===== src/rtl/zbuf_frame_sched.sv =====
`timescale 1ns/1ps
`default_nettype none
// ============================================================================
// Module      : zbuf_frame_sched
// Description : Frame-level scheduler for the Bresenham/z-buffer line drawer.
//               Runs a z clear pass over the RAM on frame start. It then pops
//               queued line jobs and issues them to the drawer one at a time.
//               It also owns the single RAM write port.
//               Optional macro ZBUF_CLEAR_COLOR_EN also clears the colour RAM
//               to BG_RGB during the clear pass.
// Revision    : 1.0 - initial release
// ============================================================================
module zbuf_frame_sched #(
    parameter int          ADDR_W     = 16,
    parameter int          FIFO_DEPTH = 4,
    parameter logic [7:0]  Z_FAR      = 8'hFF,
    parameter logic [23:0] BG_RGB     = 24'h000000
) (
    input  logic              clk,
    input  logic              rst,
    input  logic              frame_start,
    input  logic              frame_end,
    input  logic              job_valid,
    output logic              job_ready,
    input  logic [23:0]       job_a,
    input  logic [23:0]       job_b,
    input  logic [23:0]       job_rgb,
    output logic              drw_req,
    input  logic              drw_ack,
    output logic [23:0]       drw_point_a,
    output logic [23:0]       drw_point_b,
    output logic [23:0]       drw_rgb,
    input  logic [ADDR_W-1:0] drw_waddr,
    input  logic              drw_we,
    input  logic              drw_wez,
    input  logic [7:0]        drw_zdata,
    input  logic [7:0]        drw_rdata,
    input  logic [7:0]        drw_gdata,
    input  logic [7:0]        drw_bdata,
    output logic [ADDR_W-1:0] mem_waddr,
    output logic              mem_we,
    output logic              mem_wez,
    output logic [7:0]        mem_zdata,
    output logic [7:0]        mem_rdata,
    output logic [7:0]        mem_gdata,
    output logic [7:0]        mem_bdata,
    output logic              busy,
    output logic              frame_done
);

    localparam int c_ptr_w = $clog2(FIFO_DEPTH);
    localparam logic [c_ptr_w:0]  c_full    = (c_ptr_w+1)'(FIFO_DEPTH);
    localparam logic [ADDR_W-1:0] c_clr_last = {ADDR_W{1'b1}};

    localparam logic [2:0] c_st_idle     = 3'd0;
    localparam logic [2:0] c_st_clear    = 3'd1;
    localparam logic [2:0] c_st_fetch    = 3'd2;
    localparam logic [2:0] c_st_issue    = 3'd3;
    localparam logic [2:0] c_st_wait_ack = 3'd4;
    localparam logic [2:0] c_st_done     = 3'd5;

`ifdef ZBUF_CLEAR_COLOR_EN
    localparam logic        c_clr_we  = 1'b1;
    localparam logic [23:0] c_clr_rgb = BG_RGB;
`else
    localparam logic        c_clr_we  = 1'b0;
    localparam logic [23:0] c_clr_rgb = 24'h000000;
    // Background colour has no consumer when only z is cleared.
    logic w_unused_bg;
    assign w_unused_bg = ^BG_RGB;
`endif

    logic [2:0]         r_state;
    logic [2:0]         w_state_nxt;
    logic [ADDR_W-1:0]  r_clr;
    logic               r_frame_end;
    logic [71:0]        r_fifo [FIFO_DEPTH];
    logic [c_ptr_w-1:0] r_wptr;
    logic [c_ptr_w-1:0] r_rptr;
    logic [c_ptr_w:0]   r_count;
    logic               w_push;
    logic               w_pop;

    // Readiness comes from the registered count, so a pop in the same cycle
    // does not open a slot for a push until the following cycle.
    assign job_ready = (r_count != c_full);
    assign w_push    = job_valid && job_ready;
    assign w_pop     = (r_state == c_st_fetch) && (r_count != '0);

    // Job FIFO storage (data needs no reset; validity is tracked by count).
    always_ff @(posedge clk) begin
        if (w_push) begin
            r_fifo[r_wptr] <= {job_a, job_b, job_rgb};
        end
    end

    // Job FIFO pointers and occupancy.
    always_ff @(posedge clk) begin
        if (!rst) begin
            r_wptr  <= '0;
            r_rptr  <= '0;
            r_count <= '0;
        end else begin
            if (w_push) r_wptr <= r_wptr + c_ptr_w'(1);
            if (w_pop)  r_rptr <= r_rptr + c_ptr_w'(1);
            case ({w_push, w_pop})
                2'b10:   r_count <= r_count + (c_ptr_w+1)'(1);
                2'b01:   r_count <= r_count - (c_ptr_w+1)'(1);
                default: r_count <= r_count;
            endcase
        end
    end

    // FSM state register.
    always_ff @(posedge clk) begin
        if (!rst) begin
            r_state <= c_st_idle;
        end else begin
            r_state <= w_state_nxt;
        end
    end

    // Clear address counter, sticky frame_end flag and latched drawer job.
    always_ff @(posedge clk) begin
        if (!rst) begin
            r_clr       <= '0;
            r_frame_end <= 1'b0;
            drw_point_a <= '0;
            drw_point_b <= '0;
            drw_rgb     <= '0;
        end else begin
            if (r_state == c_st_idle && frame_start) begin
                r_clr <= '0;
            end else if (r_state == c_st_clear) begin
                r_clr <= r_clr + ADDR_W'(1);
            end

            if (r_state == c_st_done) begin
                r_frame_end <= 1'b0;
            end else if (frame_end && (r_state != c_st_idle || frame_start)) begin
                r_frame_end <= 1'b1;
            end

            if (w_pop) begin
                {drw_point_a, drw_point_b, drw_rgb} <= r_fifo[r_rptr];
            end
        end
    end

    // Next-state logic, handshake/status outputs and write-port mux.
    always_comb begin
        w_state_nxt = r_state;
        drw_req     = 1'b0;
        frame_done  = 1'b0;
        busy        = (r_state != c_st_idle);
        mem_waddr   = '0;
        mem_we      = 1'b0;
        mem_wez     = 1'b0;
        mem_zdata   = 8'h00;
        mem_rdata   = 8'h00;
        mem_gdata   = 8'h00;
        mem_bdata   = 8'h00;
        case (r_state)
            c_st_idle: begin
                if (frame_start) w_state_nxt = c_st_clear;
            end
            c_st_clear: begin
                mem_waddr = r_clr;
                mem_wez   = 1'b1;
                mem_zdata = Z_FAR;
                mem_we    = c_clr_we;
                {mem_rdata, mem_gdata, mem_bdata} = c_clr_rgb;
                if (r_clr == c_clr_last) w_state_nxt = c_st_fetch;
            end
            c_st_fetch: begin
                if (r_count != '0)    w_state_nxt = c_st_issue;
                else if (r_frame_end) w_state_nxt = c_st_done;
            end
            c_st_issue: begin
                drw_req     = 1'b1;
                w_state_nxt = c_st_wait_ack;
            end
            c_st_wait_ack: begin
                mem_waddr = drw_waddr;
                mem_we    = drw_we;
                mem_wez   = drw_wez;
                mem_zdata = drw_zdata;
                mem_rdata = drw_rdata;
                mem_gdata = drw_gdata;
                mem_bdata = drw_bdata;
                if (drw_ack) w_state_nxt = c_st_fetch;
            end
            c_st_done: begin
                frame_done  = 1'b1;
                w_state_nxt = c_st_idle;
            end
            default: w_state_nxt = c_st_idle;
        endcase
    end

endmodule
`default_nettype wire


===== config.mk =====
export PLATFORM = sky130hd
export DESIGN_NAME = zbuf_frame_sched
export DESIGN_NICKNAME = d
export VERILOG_FILES = /design/src/rtl/zbuf_frame_sched.sv
export SDC_FILE = /design/constraint.sdc
export NUM_CORES = 1
export LEC_CHECK = 0
export ABC_AREA = 1
export CAP_MARGIN = 30
export CORE_MARGIN = 2
export CORE_UTILIZATION = 48
export DETAILED_ROUTE_END_ITERATION = 10
export PLACE_DENSITY = 0.76
export SYNTH_ARGS = -nofsm -noshare
export SYNTH_HDL_FRONTEND = slang
export SYNTH_SLANG_ARGS = --single-unit
export TNS_END_PERCENT = 50

===== constraint.sdc =====
create_clock -name clk -period 4.35 [get_ports clk]
set_input_delay 0.6525 -clock clk [delete_from_list [all_inputs] [get_ports clk]]
set_output_delay 0.6525 -clock clk [all_outputs]
set_load 0.1 [all_outputs]

==> results.md, run 1 <==
* Post-route cell area at 19,480 um^2
* H-tree depth at 2
* Detailed Route WL at 34.99 mm
* Fin crit period at 3.324 ns
* Sequential fraction of the synthesis area at 70.68%
* Max-slew violation count at 0
* Post-CTS Hold Fix Bufs at 0
* Most common flop cell mapped by yosys: edfxtp_1
* Status: completed
* Total GRT Usage at 21.08%
* DRT antenna net count at 0
* Clock sinks at 387
* Die Ht at 181.0 um
* Worst r2r dst: r_clr[10]$_SDFFE_PP0N_
* Input/output buffers at 253
* Post-synth top area cell: edfxtp_1
* Hold Fails Final Rpt at 0
* Row cnt at 64
* Post-place instance area at 18,120 um^2
* DR vias at 10,680
* CP bufs+invs at 3
* Worst Setup Start Kind: flop
* Synthesized instance count at 1,347
* Nets at 1,711
* LEAKAGE at 0.006883 uW
* Area contributors post-synth: edfxtp_1 (58%), dfxtp_1 (13%), nor2_1 (8.5%), o21ai_0 (7.9%), a31oi_1 (3.0%)
* Number of synthesized flops with an enable pin at 288
* Crit path depth at 5
* Die area at 32,760 um^2
* Setup crit start: r_state[2]$_SDFFE_PN0P_
* Vias in the first global route at 10,550
* Worst reg2reg startpoint: r_state[2]$_SDFFE_PN0P_
* Most frequent cell after synthesis: nor2_1
* Final core utilization at 63.34%
* Setup_tns at 0 ns
* Synth warnings at 0
* Synth top area share at 57.50%
* Root buffer cell: clkbuf_16
* Antenna violations before repair at 5
* Max incr delay on CP at 0.69 ns
* RSZ-0062 raised after global routing: false
* Slew HR at 32.74%
* Syn nets at 1,482
* DR WL/cell at 17.46 um
* Critical path capture point type: output port
* Max VDD drop at 341.9 uV
* Placer Congestion at 0.8337
* Synthesized flop and latch total at 387
* Worst reg-to-reg setup slack at 1.79 ns
* FMAX at 300.9 MHz
* Clk_lat worst skew at 0.52 ns
* Largest net degree at the start of global routing at 96
* Asr flop ratio synth at 0%
* Worst r2r path cells at 7
* Post-synth top cells: nor2_1 (341), edfxtp_1 (288), o21ai_0 (238), dfxtp_1 (99), a31oi_1 (72)
* CP max-delay cell: nand3_1
* Initial DRC count at 895
* Post-CTS Resized at 0
* Worst setup margin at 1.026 ns
* Pre-antenna DRT Iters at 7
* CP Class: flop to output port
* Share of cells above drive strength 1 at 8.904%
* CP top delay family: buffers and inverters
* Io pins at 254
* GR Overflow Total at 0
* CTS tree: done
* Setup violations, final at 0
* Post-CTS Setup Inserts at 0
* Core area at 30,750 um^2
* Distinct cells, synth at 28
* Max_cap viols at 0
* Total CTS buffers at 40
* Pwr dens at 469.7 nW/um^2
* Number of remaining DRC errors at 0
* Worst Setup EP: mem_waddr[11]
* DP Wirelength at 20.27 mm
* Crit path cell chain: buf_4 > inv_2 > nand3_1 > o21ai_0 > buf_4
* Vias per inst at 5.328
* Pre-CTS setup slack at 1.489 ns
* Starting Density at 48.91%
* Most frequent CP cell: buf_4
* Clock transition at path regs at 0.06 ns
* Die width at 181.0 um
* Worst Path Required at 3.70 ns
* Slew @ Worst Pin at 1.006 ns
* Post-layout power at 9148 uW
* HP Class: flop to flop
* Area Growth Syn to Fin at 29.50%
* Avg Inst Size Synth at 11.17 um^2
* CTS max path bufs at 3
* Arrival time worst endpoint at 2.67 ns
* Post-synthesis cell area at 15,040 um^2
* Period Utilization, post-route at 76.41%
* First-pass GRT wire length at 54.97 mm
* CP max FO at 31
* Clock skew at 0.01179 ns
==> cells in the final DEF, fill, tap and decap left out, types with 11 or more instances in the layout <==
cell type,instances
clkdlybuf4s50_1,202
clkbuf_1,11
edfxtp_1,288
buf_4,34
nand2_1,61
a21oi_1,26
a31oi_1,72
buf_12,29
clkbuf_16,41
nand3_1,39
inv_1,63
dfxtp_1,97
nor2_1,337
o21ai_0,238
==> layer usage <==
metal / share of wire [%] / vias up / global-route usage [%]
li1: - / 5175 / -
met1: 41 / 5053 / 26.83
met2: 49 / 387 / 35.98
met3: 7.9 / 55 / 5.100
met4: 1.8 / 8 / 6.211
met5: 0.15 / - / 0
==> how the worst min path moves through the flow <==
| stage | slack, ns | start | cells after the start | endpoint |
|---|---|---|---|---|
| after floorplan | 0.42 | r_count[0]$_SDFFE_PN0P_ | 1 | r_count[0]$_SDFFE_PN0P_ |
| after global placement | 0.44 | r_count[0]$_SDFFE_PN0P_ | 1 | r_count[0]$_SDFFE_PN0P_ |
| after detailed placement | 0.44 | r_count[0]$_SDFFE_PN0P_ | 1 | r_count[0]$_SDFFE_PN0P_ |
| after CTS | 0.45 | r_count[0]$_SDFFE_PN0P_ | 1 | r_count[0]$_SDFFE_PN0P_ |
| after global routing | 0.49 | r_count[0]$_SDFFE_PN0P_ | 1 | r_count[0]$_SDFFE_PN0P_ |
| final | 0.45 | r_count[0]$_SDFFE_PN0P_ | 1 | r_count[0]$_SDFFE_PN0P_ |
==> stage by stage <==
stage	hold slack (ns)	std cells
floorplan	0.4224	1347
global placement	0.4403	1924
detailed placement	0.4436	1929
CTS	0.4529	2001
global route	0.4884	2002
finish	0.4530	2004
==> logic make-up after synthesis <==
| logic type | after synthesis | synth area share [%] |
|---|---|---|
| xor+xnor | 1 | 0.05825 |
| compound gates | 347 | 12.23 |
| simple gates | 454 | 11.89 |
| flops | 387 | 70.68 |
| fa+ha+maj | 7 | 0.6323 |
| buf+inv | 151 | 4.509 |
==> cell type report <==
type,count,area (um^2)
repair buffers,271,3000
multi-input cells,809,3761
inverters,67,257.7
clock buffers,57,1136
well taps,396,495.5
diodes,2,5.005
flip-flops and latches,387,10640
clock inverters,15,182.7
fillers,2310,11270
==> worst reg2reg max path, stage by stage (launching register included) <==
cell and delay, ns:
dfxtp_1 0.29, buf_4 0.22, inv_2 0.14, nand3_1 0.69, nor3_1 0.73, nand2_1 0.14
o21ai_0 0.18, a21oi_1 0.06
==> where the power goes <==
group	switching [uW]	internal (uW)	total, uW
combinational	1110	397	1510
sequential	83.6	4170	4260
clock	1320	2060	3380
==> registers in the layout (all words and copies together), names as in the netlist, 2 cells and up <==
name         count
drw_point_a     24
r_count          3
r_state          3
r_fifo         288
r_clr           16
drw_point_b     24
r_rptr           2
r_wptr           2
drw_rgb         24
Power figures use the tool's default switching activity.
==> run 2, diff against run 1 <==
CORE_UTILIZATION = 53   (was 48)
PLACE_DENSITY = 0.8   (was 0.76)
clock period = 3.4 ns   (was 4.35 ns; I/O delays follow)
==> results.md, run 2 (synthesis gave the netlist of run 1 again) <==
* Status: completed
* CP Class: flop to output port
* Die width at 172.5 um (-4.7%)
* Commonest non-fill, non-tap cells in the layout: nor2_1 (337), edfxtp_1 (288), o21ai_0 (238)
* Largest register FFs at 288 (unchanged)
* DR vias at 10,910 (+2.2%)
* Core area at 27,860 um^2 (-9.4%)
* Max VDD drop at 386.2 uV (+13%)
* Largest net degree at the start of global routing at 93 (-3.1%)
* Clock sinks at 387 (unchanged)
* Input/output buffers at 253 (unchanged)
* Starting Density at 53.99% (+5.1 points)
* Worst Setup Start Kind: flop
* Share of cells above drive strength 1 at 9.080% (+0.18 points)
* Commonest non-fill, non-tap cell in the layout: nor2_1
* Most frequent CP cell: nor2_1
* DRT antenna net count at 0 (unchanged)
* Die area at 29,740 um^2 (-9.2%)
* CP max FO at 26 (-16%)
* DR WL/cell at 17.66 um (+1.1%)
* Post-CTS Resized at 0 (unchanged)
* Die Ht at 172.5 um (-4.7%)
* Max-slew violation count at 0 (unchanged)
* Antenna violations before repair at 3 (-2)
* Total CTS buffers at 38 (-5.0%)
* Crit path cell chain: nor2_1 > nand2_1 > nor2_1 > buf_12
* Total GRT Usage at 23.55% (+2.5 points)
* CP top delay family: simple AND/OR/NAND/NOR gates
* Layout fillers at 1,923 (-17%)
* Hold WS at 0.4769 ns (+0.02397 ns)
* Vias per inst at 5.488 (+3.0%)
* Switching power at 3195 uW (+27%)
* Number of remaining DRC errors at 0 (unchanged)
* Multi-input logic area at 3761 um^2 (unchanged)
* Io pins at 254 (unchanged)
* Clock skew at 0.01578 ns (+0.003994 ns)
* Arrival time worst endpoint at 2.23 ns (-0.44 ns)
* Post-CTS Hold Fix Bufs at 0 (unchanged)
* Critical path capture point type: output port
* Period Utilization, post-route at 80.56%
* Max incr delay on CP at 0.51 ns (-0.18 ns)
* HP Class: flop to flop
* Sequential fraction of design power at 47.9% (+1.4 points)
* FF+latch area at 10,640 um^2 (unchanged)
* GR Overflow Total at 0 (unchanged)
* Initial DRC count at 1,042 (+16%)
* Slew HR at 31.55% (-1.2 points)
* First-pass GRT wire length at 54.28 mm (-1.3%)
* Vias in the first global route at 10,510 (-0.39%)
* Clk_lat worst skew at 0.52 ns (about the same)
* CP max-delay cell: nand2_1
* Pre-antenna DRT Iters at 8 (+1)
* Sw frac at 28.13% (+0.59 points)
* Pwr dens at 583.5 nW/um^2 (+24%)
* Nets at 1,715 (+0.23%)
* Clock Power Share at 34.8% (-2.2 points)
* FMAX at 365.1 MHz
* Post-CTS Setup Inserts at 0 (unchanged)
* Reg with most FFs: r_fifo
* H-tree depth at 2 (unchanged)
* Clock transition at path regs at 0.06 ns (about the same)
* Placer Congestion at 0.8057 (-3.4%)
* Part of the power in combinational logic at 17.4% (+0.9 points)
* CTS tree: done
* Setup violations, final at 0 (unchanged)
* RSZ-0062 raised after global routing: false
* Detailed Route WL at 35.11 mm (+0.32%)
* Root buffer cell: clkbuf_16
* CTS max path bufs at 3 (unchanged)
* Area Growth Syn to Fin at 29.43% (about the same)
* Slew @ Worst Pin at 1.024 ns (+0.01773 ns)
* Hold Fails Final Rpt at 0 (unchanged)
* Fin crit period at 2.739 ns
* Worst Path Required at 2.89 ns (-0.81 ns)
* DP Wirelength at 21.00 mm (+3.6%)
* Row cnt at 61 (-4.7%)
* CP bufs+invs at 1 (-2)
* Max_cap viols at 0 (unchanged)
* Worst setup margin at 0.6611 ns (-0.3651 ns)
* LEAKAGE at 0.006867 uW (-0.23%)
* Pre-CTS setup slack at 0.7933 ns (-0.6954 ns)
* Power Internal at 8164 uW (+23%)
[run 2: per-stage QoR]
stage          TNS, ns  power, uW  utilization, %  instances  instance area (um^2)
2_1_floorplan  -165.37       6867               -       1347                 15050
3_3_place_gp         0       7459           65.52       1917                 18250
3_5_place_dp         0       7505           65.62       1918                 18280
4_1_cts              0      11410           69.86       1986                 19460
5_1_grt              0      11740           69.86       1986                 19460
6_report             0      11360           69.88       1988                 19470
[run 2: area by class of cell]
class	count	area share [%]
diodes	2	0.02571
inverters	67	1.318
clock inverters	18	0.7392
multi-input cells	809	19.32
flip-flops and latches	387	54.65
repair buffers	277	16.20
well taps	378	2.430
clock buffers	50	5.322
[run 2: power groups by stage]
stage | Clock [uW] | Sequential (uW) | Combinational (uW)
floorplan | 0 | 5990 | 878
global placement | 0 | 5530 | 1930
detailed placement | 0 | 5530 | 1970
CTS | 3990 | 5440 | 1980
global route | 4200 | 5460 | 2090
finish | 3950 | 5440 | 1970
[run 2: path summary, 6_finish.rpt]
path / startpoint / endpoint / slack [ns] / cells after the start
setup / recovery: r_state[0]$_SDFFE_PN0P_ / mem_rdata[6] / 0.66 / 4
hold / removal: r_count[0]$_SDFFE_PN0P_ / r_count[0]$_SDFFE_PN0P_ / 0.48 / 1
setup reg to reg: r_count[0]$_SDFFE_PN0P_ / r_count[2]$_SDFFE_PN0P_ / 1.17 / 10
hold reg to reg: r_count[0]$_SDFFE_PN0P_ / r_count[0]$_SDFFE_PN0P_ / 0.48 / 1
[run 2: worst reg2reg max path, stage by stage, from the launching register on]
cell and delay, ns:
dfxtp_1 0.33, inv_1 0.12, nand3_1 0.10, nand2_1 0.42
ha_1 0.25, inv_1 0.08, fa_1 0.38, a21oi_1 0.14
o21ai_0 0.11, o21ai_0 0.15, a21oi_1 0.05
[run 2: routing by layer]
layer,up-vias,track usage [%],routed length [um]
li1,5191,-,-
met1,5257,30.00,14020
met2,394,40.50,17570
met3,69,4.440,2558
met4,0,8.257,955
met5,-,0,0
==> run 3, diff against run 2 <==
CORE_UTILIZATION = 48   (was 53)
PLACE_DENSITY = 0.76   (was 0.8)
clock period = 2.5 ns   (was 3.4 ns; I/O delays follow)
==> results.md, run 3 (synthesis gave the netlist of run 1 again) <==
* Io pins at 254 (unchanged)
* Antenna violations before repair at 2 (-1)
* Row cnt at 64 (+4.9%)
* Worst setup margin at 0.08847 ns (-0.5726 ns)
* Post-layout power at 16,140 uW (+42%)
* Status: completed
* Max VDD drop at 939.2 uV (+140%)
* DRT antenna net count at 0 (unchanged)
* CP top delay family: buffers and inverters
* Non-filler instance count after layout at 2,011 (+1.2%)
* DR vias at 10,720 (-1.8%)
* Vias per inst at 5.328 (-2.9%)
* Die Ht at 181.0 um (+5.0%)
* Post-CTS Setup Inserts at 0 (unchanged)
* Pre-antenna DRT Iters at 5 (-3)
* Crit path cell chain: nor2_1 > buf_4 > nand2_1 > buf_4 > nor2_1 > buf_12
* First-pass GRT wire length at 55.75 mm (+2.7%)
* DP Wirelength at 21.47 mm (+2.2%)
* Root buffer cell: clkbuf_16
* Setup violations, final at 0 (unchanged)
* H-tree depth at 2 (unchanged)
* Clock transition at path regs at 0.06 ns (about the same)
* HP Class: input port to flop
* CP Class: flop to output port
* Commonest non-fill, non-tap cells in the layout: nor2_1 (335), edfxtp_1 (288), o21ai_0 (237)
* Worst Setup Start Kind: flop
* Final core utilization at 63.94% (-5.9 points)
* CP max-delay cell: dfxtp_1
* RSZ-0062 raised after global routing: true
* Input/output buffers at 253 (unchanged)
* Post-CTS Hold Fix Bufs at 0 (unchanged)
* Fin crit period at 2.412 ns
* DR WL/cell at 17.58 um (-0.45%)
* Slew @ Worst Pin at 0.6471 ns (-0.3764 ns)
* Multi-input logic area at 3786 um^2 (+0.67%)
* Nets at 1,718 (+0.17%)
* Clk_lat worst skew at 0.53 ns (about the same)
* Total GRT Usage at 21.35% (-2.2 points)
* Die area at 32,760 um^2 (+10%)
* Die width at 181.0 um (+5.0%)
* Share of cells above drive strength 1 at 14.37% (+5.3 points)
* Placer Congestion at 0.8583 (+6.5%)
* Slew HR at 56.86% (+25 points)
* Clock sinks at 387 (unchanged)
* Period Utilization, post-route at 96.46%
* Vias in the first global route at 10,680 (+1.6%)
* Dpl cells at 1,938 (+1.0%)
* Initial DRC count at 910 (-13%)
* Pre-CTS setup slack at 0.3975 ns (-0.3957 ns)
* FF+latch area at 10,640 um^2 (unchanged)
* CP bufs+invs at 3 (+2)
* CTS max path bufs at 3 (unchanged)
* Worst Path Required at 2.12 ns (-0.77 ns)
* Core area at 30,750 um^2 (+10%)
* Max incr delay on CP at 0.36 ns (-0.15 ns)
* Largest net degree at the start of global routing at 146 (+57%)
* Commonest non-fill, non-tap cell in the layout: nor2_1
* FMAX at 414.7 MHz
* Number of remaining DRC errors at 0 (unchanged)
* Critical path capture point type: output port
* Area Growth Syn to Fin at 30.73%
* Largest register FFs at 288 (unchanged)
* Total CTS buffers at 39 (+2.6%)
* Clock skew at 0.01864 ns (+0.002857 ns)
* Max_cap viols at 0 (unchanged)
* Setup_tns at 0 ns (unchanged)
* Post-CTS Resized at 2 (+2)
* LEAKAGE at 0.007134 uW (+3.9%)
* CTS tree: done
* Layout fillers at 2,317 (+20%)
* Max-slew violation count at 0 (unchanged)
* Arrival time worst endpoint at 2.04 ns (-0.19 ns)
* CP max FO at 25 (-3.8%)
* Worst reg-to-reg setup slack at 0.48 ns (-0.69 ns)
* Hold Fails Final Rpt at 0 (unchanged)
* Reg with most FFs: r_fifo
* Detailed Route WL at 35.35 mm (+0.70%)
* Starting Density at 48.91% (-5.1 points)
* Pwr dens at 821.0 nW/um^2 (+41%)
* GR Overflow Total at 0 (unchanged)
## run 3: path summary, 6_finish.rpt
path	start	endpoint	cells after the start
worst max register to register	r_count[2]$_SDFFE_PN0P_	r_count[2]$_SDFFE_PN0P_	11
worst min register to register	r_count[0]$_SDFFE_PN0P_	r_count[0]$_SDFFE_PN0P_	1
worst min-delay path	rst	r_rptr[0]$_SDFFE_PN0P_	3
worst max-delay path	r_state[0]$_SDFFE_PN0P_	mem_gdata[0]	6
## run 3: worst register-to-register path: stages, from the launching register on
cell and delay, ns:
dfxtp_1 0.38, inv_1 0.09, nand3_1 0.15, nand2_2 0.11, inv_4 0.08, ha_1 0.13, inv_1 0.06, fa_1 0.38
a21oi_1 0.14, o21ai_0 0.12, o21ai_0 0.19, a21oi_1 0.06
## run 3: layout make-up
| cell class | count | share of cell area [%] |
|---|---|---|
| Multi-Input combinational cell | 809 | 19.26 |
| Clock inverter | 20 | 1.368 |
| Inverter | 67 | 1.305 |
| Timing Repair Buffer | 279 | 16.06 |
| Clock buffer | 52 | 5.371 |
| Tap cell | 396 | 2.520 |
| Sequential cell | 387 | 54.10 |
| Antenna cell | 1 | 0.01273 |
## run 3: where the power goes
group          total, uW  internal (uW)  switching (uW)  leakage, uW
combinational       2780            793            1990      0.00304
sequential          7390           7260             127      0.00345
clock               5980           3610            2360     0.000648
## run 3: metal layers
layer | vias up | global-route usage (%) | routed length (um)
met5 | - | 0 | 0
met4 | 0 | 5.756 | 688
met3 | 57 | 3.608 | 2236
met2 | 347 | 38.55 | 18120
met1 | 5124 | 26.58 | 14300
li1 | 5187 | - | -
## run 3: per-stage QoR
step | hold slack, ns | instance area [um^2]
after CTS | 0.2781 | 19650
after global placement | 0.4379 | 18320
after floorplan | 0.4224 | 15080
final | 0.2836 | 19660
after detailed placement | 0.4728 | 18320
after global routing | 0.3118 | 19660
